<file path="src/rtl/asroba_pipe_mult.sv">
// Three-stage pipelined rounding-based approximate signed multiplier with valid/ready flow control.
// Define ASROBA_EXACT_SIGN_EN for two's complement sign handling; the default build uses one's complement in approximate mode.
module asroba_pipe_mult #(
  parameter int WIDTH = 16,
  parameter int TAG_W = 4
) (
  input  logic                 clk,
  input  logic                 rst,
  input  logic                 in_valid,
  output logic                 in_ready,
  input  logic [WIDTH-1:0]     in_x,
  input  logic [WIDTH-1:0]     in_y,
  input  logic                 in_mode,
  input  logic [TAG_W-1:0]     in_tag,
  output logic                 out_valid,
  input  logic                 out_ready,
  output logic [2*WIDTH-1:0]   out_p,
  output logic [TAG_W-1:0]     out_tag
);

  localparam int KW = $clog2(WIDTH) + 1;
  localparam int PW = 2 * WIDTH + 2;
  localparam int OW = 2 * WIDTH;

  // Exponent of the magnitude rounded to a power of two; a zero magnitude yields 0 and is flagged downstream.
  function automatic logic [KW-1:0] round_exp(input logic [WIDTH-1:0] mag);
    logic [KW-1:0] m;
    logic          rnd;
    m   = '0;
    rnd = 1'b0;
    for (int i = 1; i < WIDTH; i++) begin
      if (mag[i]) begin
        m   = KW'(i);
        rnd = mag[i-1] && (i >= 2);
      end
    end
    return m + KW'(rnd);
  endfunction

  logic v1_q, v1_d, v2_q, v2_d, v3_q, v3_d;
  logic push, adv2, adv3, pop;

  logic [WIDTH-1:0] s1_mx_q, s1_mx_d, s1_my_q, s1_my_d;
  logic [KW-1:0]    s1_kx_q, s1_kx_d, s1_ky_q, s1_ky_d;
  logic             s1_s_q, s1_s_d, s1_mode_q, s1_mode_d;
  logic [TAG_W-1:0] s1_tag_q, s1_tag_d;

  logic [PW-1:0]    s2_p_q, s2_p_d;
  logic             s2_s_q, s2_s_d, s2_twos_q, s2_twos_d;
  logic [TAG_W-1:0] s2_tag_q, s2_tag_d;

  logic [OW-1:0]    out_p_q, out_p_d;
  logic [TAG_W-1:0] out_tag_q, out_tag_d;

  logic [WIDTH-1:0] neg_x, neg_y, mag_x, mag_y;
  logic [PW-1:0]    term_a, term_b, term_c, p_approx, p_exact;
  logic [KW:0]      k_sum;
  logic [PW-1:0]    lim;
  logic [OW-1:0]    mag_o, res;

  always_comb begin
    pop      = v3_q & out_ready;
    adv3     = v2_q & (~v3_q | out_ready);
    adv2     = v1_q & (~v2_q | adv3);
    in_ready = ~v1_q | adv2;
    push     = in_valid & in_ready;
    v1_d     = push | (v1_q & ~adv2);
    v2_d     = adv2 | (v2_q & ~adv3);
    v3_d     = adv3 | (v3_q & ~pop);
  end

  always_comb begin
    neg_x = ~in_x + WIDTH'(1);
    neg_y = ~in_y + WIDTH'(1);
`ifdef ASROBA_EXACT_SIGN_EN
    mag_x = in_x[WIDTH-1] ? neg_x : in_x;
    mag_y = in_y[WIDTH-1] ? neg_y : in_y;
`else
    mag_x = in_x[WIDTH-1] ? (in_mode ? neg_x : ~in_x) : in_x;
    mag_y = in_y[WIDTH-1] ? (in_mode ? neg_y : ~in_y) : in_y;
`endif
    s1_mx_d   = s1_mx_q;
    s1_my_d   = s1_my_q;
    s1_kx_d   = s1_kx_q;
    s1_ky_d   = s1_ky_q;
    s1_s_d    = s1_s_q;
    s1_mode_d = s1_mode_q;
    s1_tag_d  = s1_tag_q;
    if (push) begin
      s1_mx_d   = mag_x;
      s1_my_d   = mag_y;
      s1_kx_d   = round_exp(mag_x);
      s1_ky_d   = round_exp(mag_y);
      s1_s_d    = in_x[WIDTH-1] ^ in_y[WIDTH-1];
      s1_mode_d = in_mode;
      s1_tag_d  = in_tag;
    end
  end

  // A zero magnitude rounds to zero, so every term it scales must vanish too.
  always_comb begin
    k_sum    = {1'b0, s1_kx_q} + {1'b0, s1_ky_q};
    term_a   = (s1_mx_q == '0) ? '0 : (PW'(s1_my_q) << s1_kx_q);
    term_b   = (s1_my_q == '0) ? '0 : (PW'(s1_mx_q) << s1_ky_q);
    term_c   = ((s1_mx_q == '0) || (s1_my_q == '0)) ? '0 : (PW'(1) << k_sum);
    p_approx = term_a + term_b - term_c;
    p_exact  = PW'(s1_mx_q) * PW'(s1_my_q);
    s2_p_d    = s2_p_q;
    s2_s_d    = s2_s_q;
    s2_twos_d = s2_twos_q;
    s2_tag_d  = s2_tag_q;
    if (adv2) begin
      s2_p_d   = s1_mode_q ? p_exact : p_approx;
      s2_s_d   = s1_s_q;
      s2_tag_d = s1_tag_q;
`ifdef ASROBA_EXACT_SIGN_EN
      s2_twos_d = 1'b1;
`else
      s2_twos_d = s1_mode_q;
`endif
    end
  end

  always_comb begin
    lim   = s2_s_q ? (PW'(1) << (OW - 1)) : ((PW'(1) << (OW - 1)) - PW'(1));
    mag_o = (s2_p_q > lim) ? lim[OW-1:0] : s2_p_q[OW-1:0];
    res   = mag_o;
    if (s2_s_q) begin
      res = s2_twos_q ? (~mag_o + OW'(1)) : ~mag_o;
    end
    out_p_d   = adv3 ? res : out_p_q;
    out_tag_d = adv3 ? s2_tag_q : out_tag_q;
  end

  always_ff @(posedge clk) begin
    if (rst) begin
      v1_q      <= 1'b0;
      v2_q      <= 1'b0;
      v3_q      <= 1'b0;
      s1_mx_q   <= '0;
      s1_my_q   <= '0;
      s1_kx_q   <= '0;
      s1_ky_q   <= '0;
      s1_s_q    <= 1'b0;
      s1_mode_q <= 1'b0;
      s1_tag_q  <= '0;
      s2_p_q    <= '0;
      s2_s_q    <= 1'b0;
      s2_twos_q <= 1'b0;
      s2_tag_q  <= '0;
      out_p_q   <= '0;
      out_tag_q <= '0;
    end else begin
      v1_q      <= v1_d;
      v2_q      <= v2_d;
      v3_q      <= v3_d;
      s1_mx_q   <= s1_mx_d;
      s1_my_q   <= s1_my_d;
      s1_kx_q   <= s1_kx_d;
      s1_ky_q   <= s1_ky_d;
      s1_s_q    <= s1_s_d;
      s1_mode_q <= s1_mode_d;
      s1_tag_q  <= s1_tag_d;
      s2_p_q    <= s2_p_d;
      s2_s_q    <= s2_s_d;
      s2_twos_q <= s2_twos_d;
      s2_tag_q  <= s2_tag_d;
      out_p_q   <= out_p_d;
      out_tag_q <= out_tag_d;
    end
  end

  assign out_valid = v3_q;
  assign out_p     = out_p_q;
  assign out_tag   = out_tag_q;

endmodule

</file>
<file path="config.mk">
export PLATFORM = sky130hd
export DESIGN_NAME = asroba_pipe_mult
export DESIGN_NICKNAME = d
export VERILOG_FILES = /design/src/rtl/asroba_pipe_mult.sv
export SDC_FILE = /design/constraint.sdc
export NUM_CORES = 1
export LEC_CHECK = 0
export CAP_MARGIN = 30
export CORE_MARGIN = 2
export CORE_UTILIZATION = 64
export CTS_CLUSTER_DIAMETER = 50
export DETAILED_ROUTE_END_ITERATION = 12
export GPL_TIMING_DRIVEN = 0
export PLACE_DENSITY = 0.82
export SYNTH_ARGS = -nofsm -noshare
export SYNTH_HDL_FRONTEND = slang
export SYNTH_SLANG_ARGS = --single-unit
</file>
<file path="constraint.sdc">
create_clock -name clk -period 7.82 [get_ports clk]
set_clock_uncertainty 0.1 [all_clocks]
set_input_delay 0.782 -clock clk [delete_from_list [all_inputs] [get_ports clk]]
set_output_delay 0.782 -clock clk [all_outputs]
set_load 0.02 [all_outputs]
</file>
Yosys cells after proc, flatten, opt, wreduce, memory -nomap -nowiden --
Cells that the tools add are included.
Word-level totals: output and inout port bits 38, logic and storage cells 129, input port bits 41, register bits after elaboration 127
Operators by class: multipliers 1, reductions and logical operators 3, bitwise gates (word level) 23, mux-type cells 74, order comparisons 1, shift-type cells 3, add/sub/neg operators 8
Operators with widths (count):
- 5-bit 2-to-1 mux | 28
- 34-bit 2-to-1 mux | 4
- 32-bit 2-to-1 mux | 4
- 16-bit by 5-bit << shifter with 34-bit output | 2
- 16-bit 2-to-1 mux | 4
- 34-bit adder | 1
- 34-bit by 32-bit greater-than comparator with 1-bit output | 1
- 1-bit by 6-bit << shifter with 34-bit output (first input constant) | 1
- 34-bit subtractor | 1
- 16-bit by 1-bit adder with 16-bit output (second input constant) | 2
- 32-bit by 1-bit adder with 32-bit output (second input constant) | 1
- 16-bit logical NOT | 2
- 16-bit by 16-bit multiplier with 32-bit output | 1
- 1-bit 2-to-1 mux | 32
- 16-bit inverter | 2
- 32-bit inverter | 1
- 5-bit by 1-bit adder with 5-bit output | 2
- 1-bit bitwise AND | 7
- 5-bit by 5-bit adder with 6-bit output | 1
- 1-bit inverter | 6
- 1-bit OR | 6
- 2-bit 2-to-1 mux | 2
- 1-bit logical OR | 1
- 1-bit XOR | 1

Longest topological paths before layout --
depth after elaboration 21, gate-level depth with buffers 27, mapped depth without buffers 27

Worst setup path after synthesis --
No wires, ideal clock.
kind register -> register, start point register s1_mx_q[8], end point register s2_p_q[31], slack 1224 ps, data required time 7600 ps, buffers on the path 2, stages on the path, launching flop included 25, clock period less this slack 6596 ps, arrival 6376 ps, setup time 120 ps, path through dfxtp_1 clkbuf_1 clkbuf_1 nand2_1 fa_1 fa_1 fa_1 fa_1 inv_1 fa_1 inv_1 fa_1 inv_1 ha_1 and3_1 o21ai_0 a21oi_1 o41ai_1 a31o_2 o21a_1 o31ai_1 a41oi_1 mux2_2 nor2_1 a211o_1
On the way: word-level cells in the longest chain between the ends 5, elaborated cells between the ends (all ways) 10, classes of those cells 2 x add/sub; 1 x mul; 1 x shift; 4 x mux; 2 x reduce/logical
Ends and longest elaborated chain:
- start, declared | line 43 | logic [WIDTH-1:0] s1_mx_q, s1_mx_d, s1_my_q, s1_my_d;
- start signal, assigned | line 157 | s1_mx_q <= s1_mx_d;
- 16-bit by 5-bit << shifter with 34-bit output / 16-bit logical NOT (equally long branches) | line 104, 103, 105
- 34-bit 2-to-1 mux (tied with other cells) | line 104 | term_b = (s1_my_q == '0) ? '0 : (PW'(s1_mx_q) << s1_ky_q);
- 34-bit adder / 34-bit 2-to-1 mux (equally long branches) | line 106, 105
- 34-bit subtractor | line 106 | p_approx = term_a + term_b - term_c;
- 34-bit 2-to-1 mux * | line 113 | s2_p_d = s1_mode_q ? p_exact : p_approx;
- end signal, assigned | line 164 | s2_p_q <= s2_p_d;
- end, declared | line 48 | logic [PW-1:0] s2_p_q, s2_p_d;
Mark *: on every way between the ends. The rest lies on a longest branch, timed or not. A chain may end at the register's enable or synchronous reset.

Final worst setup path --
start point register s1_mx_q[9], end point register s2_p_q[31]
Same word-level chain as after synthesis.

==> reports/qor.yml <==
timing.fmax_ghz: 0.1319
area_growth_syn_to_layout_pct: 9.394
max_slew_margin_pct: 26.91
intPower_uw: 2321
drive_gt1_share_pct: 4.162
p_per_area_mw_per_mm2: 206.6
hpwlAfterDp_mm: 57.95
antenna_found_initial: 0
period_minus_slack_ns: 7.581
die_area_mm2: 0.03439
final_util_pct: 71.02
filler_cell_count: 2679
start_util_pct: 64.92
rsz0062_at_grt: "no"
cts_buffer_depth: 2
yosys_warnings: 0
place_congestion: 0.9974
comb_power_share_pct: 64.9
ant_nets: 0
fin_crit_sh_pct: 96.94
grt_pass1_wl_mm: 111.4
first_pass_iters: 8
grt_overflow_total: 0
status: "finished clean"
syn_avg_cell_area_um2: 7.642
synthArstFlopShare_pct: 0
num_vias: 20880
core.rowCount: 66
syn_area_mm2: 0.02107
p_leak_uw: 0.01059
cts_tree: "yes"
pin_count: 79
cts_buffers: 17
totalWireLength_mm: 72.37
worst_setup_path_start_kind: "flip-flop"
synthesis.nets: 3208
dpl.cell_count: 3277
grt_max_degree: 30
regArea_mm2: 0.002544
path_clk_slew_ns: 0.06
vias_per_cell: 6.323
switching_power_uw: 2440
ir_drop_mv: 0.1544
syn_inst: 2757
power_frac_seq_pct: 17.4
finalSetupViolCount: 0
placed_cell_area_mm2: 0.02242
cts_sinks: 127
ctsHoldBuffers: 0
max_cap_violations: 0
critical_path_class: "flip-flop to flip-flop"
multi_input_area_mm2: 0.01664
clock_latency_ns: 0.44
maxSlewViolCount: 0
grt_pass1_vias: 20040
finalInstanceArea_mm2: 0.02305
hp-class: "flip-flop to flip-flop"
synth_top_flop_cell: "dfxtp_1"
wl_per_cell_um: 21.92
rrSetupSlack_ns: 0.24
track_usage_pct: 42.95
die_h_um: 185.4
route.detailed.drc: 0
worstPathArrival_ns: 7.86
clkPwrFrac_pct: 17.6
fin_cells: 3302
fp.dieW_um: 185.4
final_nets: 3297
core-area_mm2: 0.03245
yosysSeqAreaShare_pct: 12.07
dr.first_iter.drc_count: 2411
cp_max_fo: 10
final-hold-violation-count: 0
cp.required_ns: 8.10
netSwitchingFraction_pct: 51.26
synth_edf_count: 0
cp-end-kind: "flip-flop"
cts-htree-levels: 4
worst_slew_pin_slew_ns: 1.096
synthDistinctLibCells: 78
portBuffers: 77
root_buffer: "clkbuf_16"
synth-seq-cells: 127
[stage by stage]
step | power (µW) | setup TNS (ns) | hold slack (ns) | setup WS (ns)
floorplan | 2859 | 0 | 0.3321 | 1.224
global placement | 3723 | 0 | 0.3259 | 0.1325
detailed placement | 3787 | -0.06905 | 0.3323 | -0.06905
CTS | 4636 | 0 | 0.3435 | 0.002153
global route | 5037 | 0 | 0.3547 | 0.08853
finish | 4761 | 0 | 0.3404 | 0.2393
[layer usage]
metal / share of wire, % / vias up / global-route usage [%]
met4: 7.1 / 0 / 26.57
met3: 11 / 293 / 10.91
met1: 39 / 9915 / 55.57
met2: 42 / 1302 / 64.39
li1: - / 9370 / -
met5: 0 / - / 0
[flip-flops by register name, summed over array words and instances, names as in the netlist, 4 cells and up]
register  count
s2_p_q       34
out_p        32
s1_mx_q      16
s1_my_q      16
s1_kx_q       5
s1_ky_q       5
out_tag       4
s1_tag_q      4
s2_tag_q      4
[power groups by stage]
stage | logic, µW | registers [µW] | clock network, µW
after floorplan | 2050 | 805 | 0
after global placement | 2900 | 824 | 0
after detailed placement | 2960 | 827 | 0
after CTS | 2990 | 815 | 835
after global routing | 3340 | 836 | 863
final | 3090 | 831 | 839
[final cells by class]
type                       instances  share of cell area [%]
multi-input combinational       2126                   72.19
inverter                         337                   5.488
buffer                           159                   2.779
clock inverter                    10                  0.5320
antenna                            1                 0.01086
timing repair buffer              78                   3.463
sequential                       127                   11.04
clock buffer                      22                   2.101
tap                              442                   2.399
[cell families (layout without fill, tap and decap cells)]
| kind of cell | Yosys count | after routing | share of synthesized area (%) |
|---|---|---|---|
| AOI/OAI and AO/OA | 587 | 587 | 17.64 |
| DFF | 127 | 127 | 12.07 |
| xor gates and xnor gates | 104 | 104 | 4.323 |
| other | 0 | 1 | 0 |
| and+or+nand+nor | 975 | 975 | 21.54 |
| adders and majority gates | 410 | 410 | 32.47 |
| muxes | 50 | 50 | 2.975 |
| buffers and inverters | 504 | 606 | 8.985 |
[layout by cell type (no fill, tap or decap), types with 20 or more instances in the layout]
| master | n |
|---|---|
| nand2_1 | 414 |
| inv_1 | 334 |
| fa_1 | 228 |
| nor2_1 | 194 |
| ha_1 | 182 |
| a21oi_1 | 164 |
| o21ai_0 | 153 |
| and2_1 | 129 |
| dfxtp_1 | 126 |
| clkbuf_1 | 120 |
| clkdlybuf4s50_1 | 77 |
| nor3_1 | 58 |
| xnor2_1 | 54 |
| a211oi_1 | 53 |
| xor2_1 | 50 |
| a21o_1 | 42 |
| nand3_1 | 34 |
| clkbuf_2 | 34 |
| mux2i_1 | 30 |
| nand2b_1 | 28 |
| nor2b_1 | 20 |
| o22ai_1 | 20 |
[path summary, 6_finish.rpt]
check | start | end | cells after the start
worst min-delay path | out_p[27] | out_p[27] | 2
worst max-delay path | s1_mx_q[9] | s2_p_q[31] | 24
worst max register to register | s1_mx_q[9] | s2_p_q[31] | 24
worst min register to register | out_p[27] | out_p[27] | 2
[cells in the mapped netlist, types with 5 or more instances]
master	n	area (µm²)
o221ai_1	6	52.55
o31ai_1	15	112.6
nor3_1	58	290.3
nand3_1	34	170.2
nand2b_1	28	175.2
nor2_1	194	728.2
fa_1	228	4564
o31a_1	5	43.79
xor2_1	50	437.9
or3_1	16	100.1
inv_1	334	1254
a21oi_1	164	820.8
and3_1	11	68.82
a22oi_1	9	67.56
o21a_1	10	75.07
a211oi_1	53	397.9
o21bai_1	12	90.09
nor4_1	19	118.9
mux4_2	9	202.7
nand2_1	414	1554
o311ai_0	8	70.07
o22ai_1	20	125.1
mux2i_1	30	300.3
xnor2_1	54	473.0
and2_1	129	807.0
or4_1	6	45.04
or2_2	9	56.30
a22o_1	11	96.34
ha_1	182	2277
nor2b_1	20	125.1
a21o_1	42	315.3
a31oi_1	10	62.56
clkbuf_1	161	604.3
o211ai_1	15	112.6
buf_1	5	18.77
a211o_1	5	43.79
dfxtp_1	127	2542
nand4_1	15	93.84
o21ai_0	153	765.7
mux2_2	11	123.9
[what timing repair did]
item	in CTS	in global routing
gates resized for setup	6	58
setup buffers	0	0
endpoints found under the setup margin	1	7
pin swaps	0	0
[critical path: stages (launching register included)]
cell and delay [ns]:
dfxtp_1 0.37, clkbuf_2 0.36, clkbuf_2 0.38, nand2_1 0.13, fa_1 0.56, fa_1 0.45, fa_1 0.55, inv_1 0.06
fa_1 0.51, fa_1 0.56, inv_1 0.06, fa_1 0.53, inv_1 0.04, ha_1 0.36, a21o_1 0.20, a21oi_1 0.26
a21oi_1 0.11, o41ai_1 0.27, a31o_2 0.19, o21a_1 0.24, o31ai_2 0.13, a41oi_1 0.31, mux2_2 0.38, nor2_1 0.27
a211o_1 0.14
No activity file was read; power rests on OpenSTA's default activity.
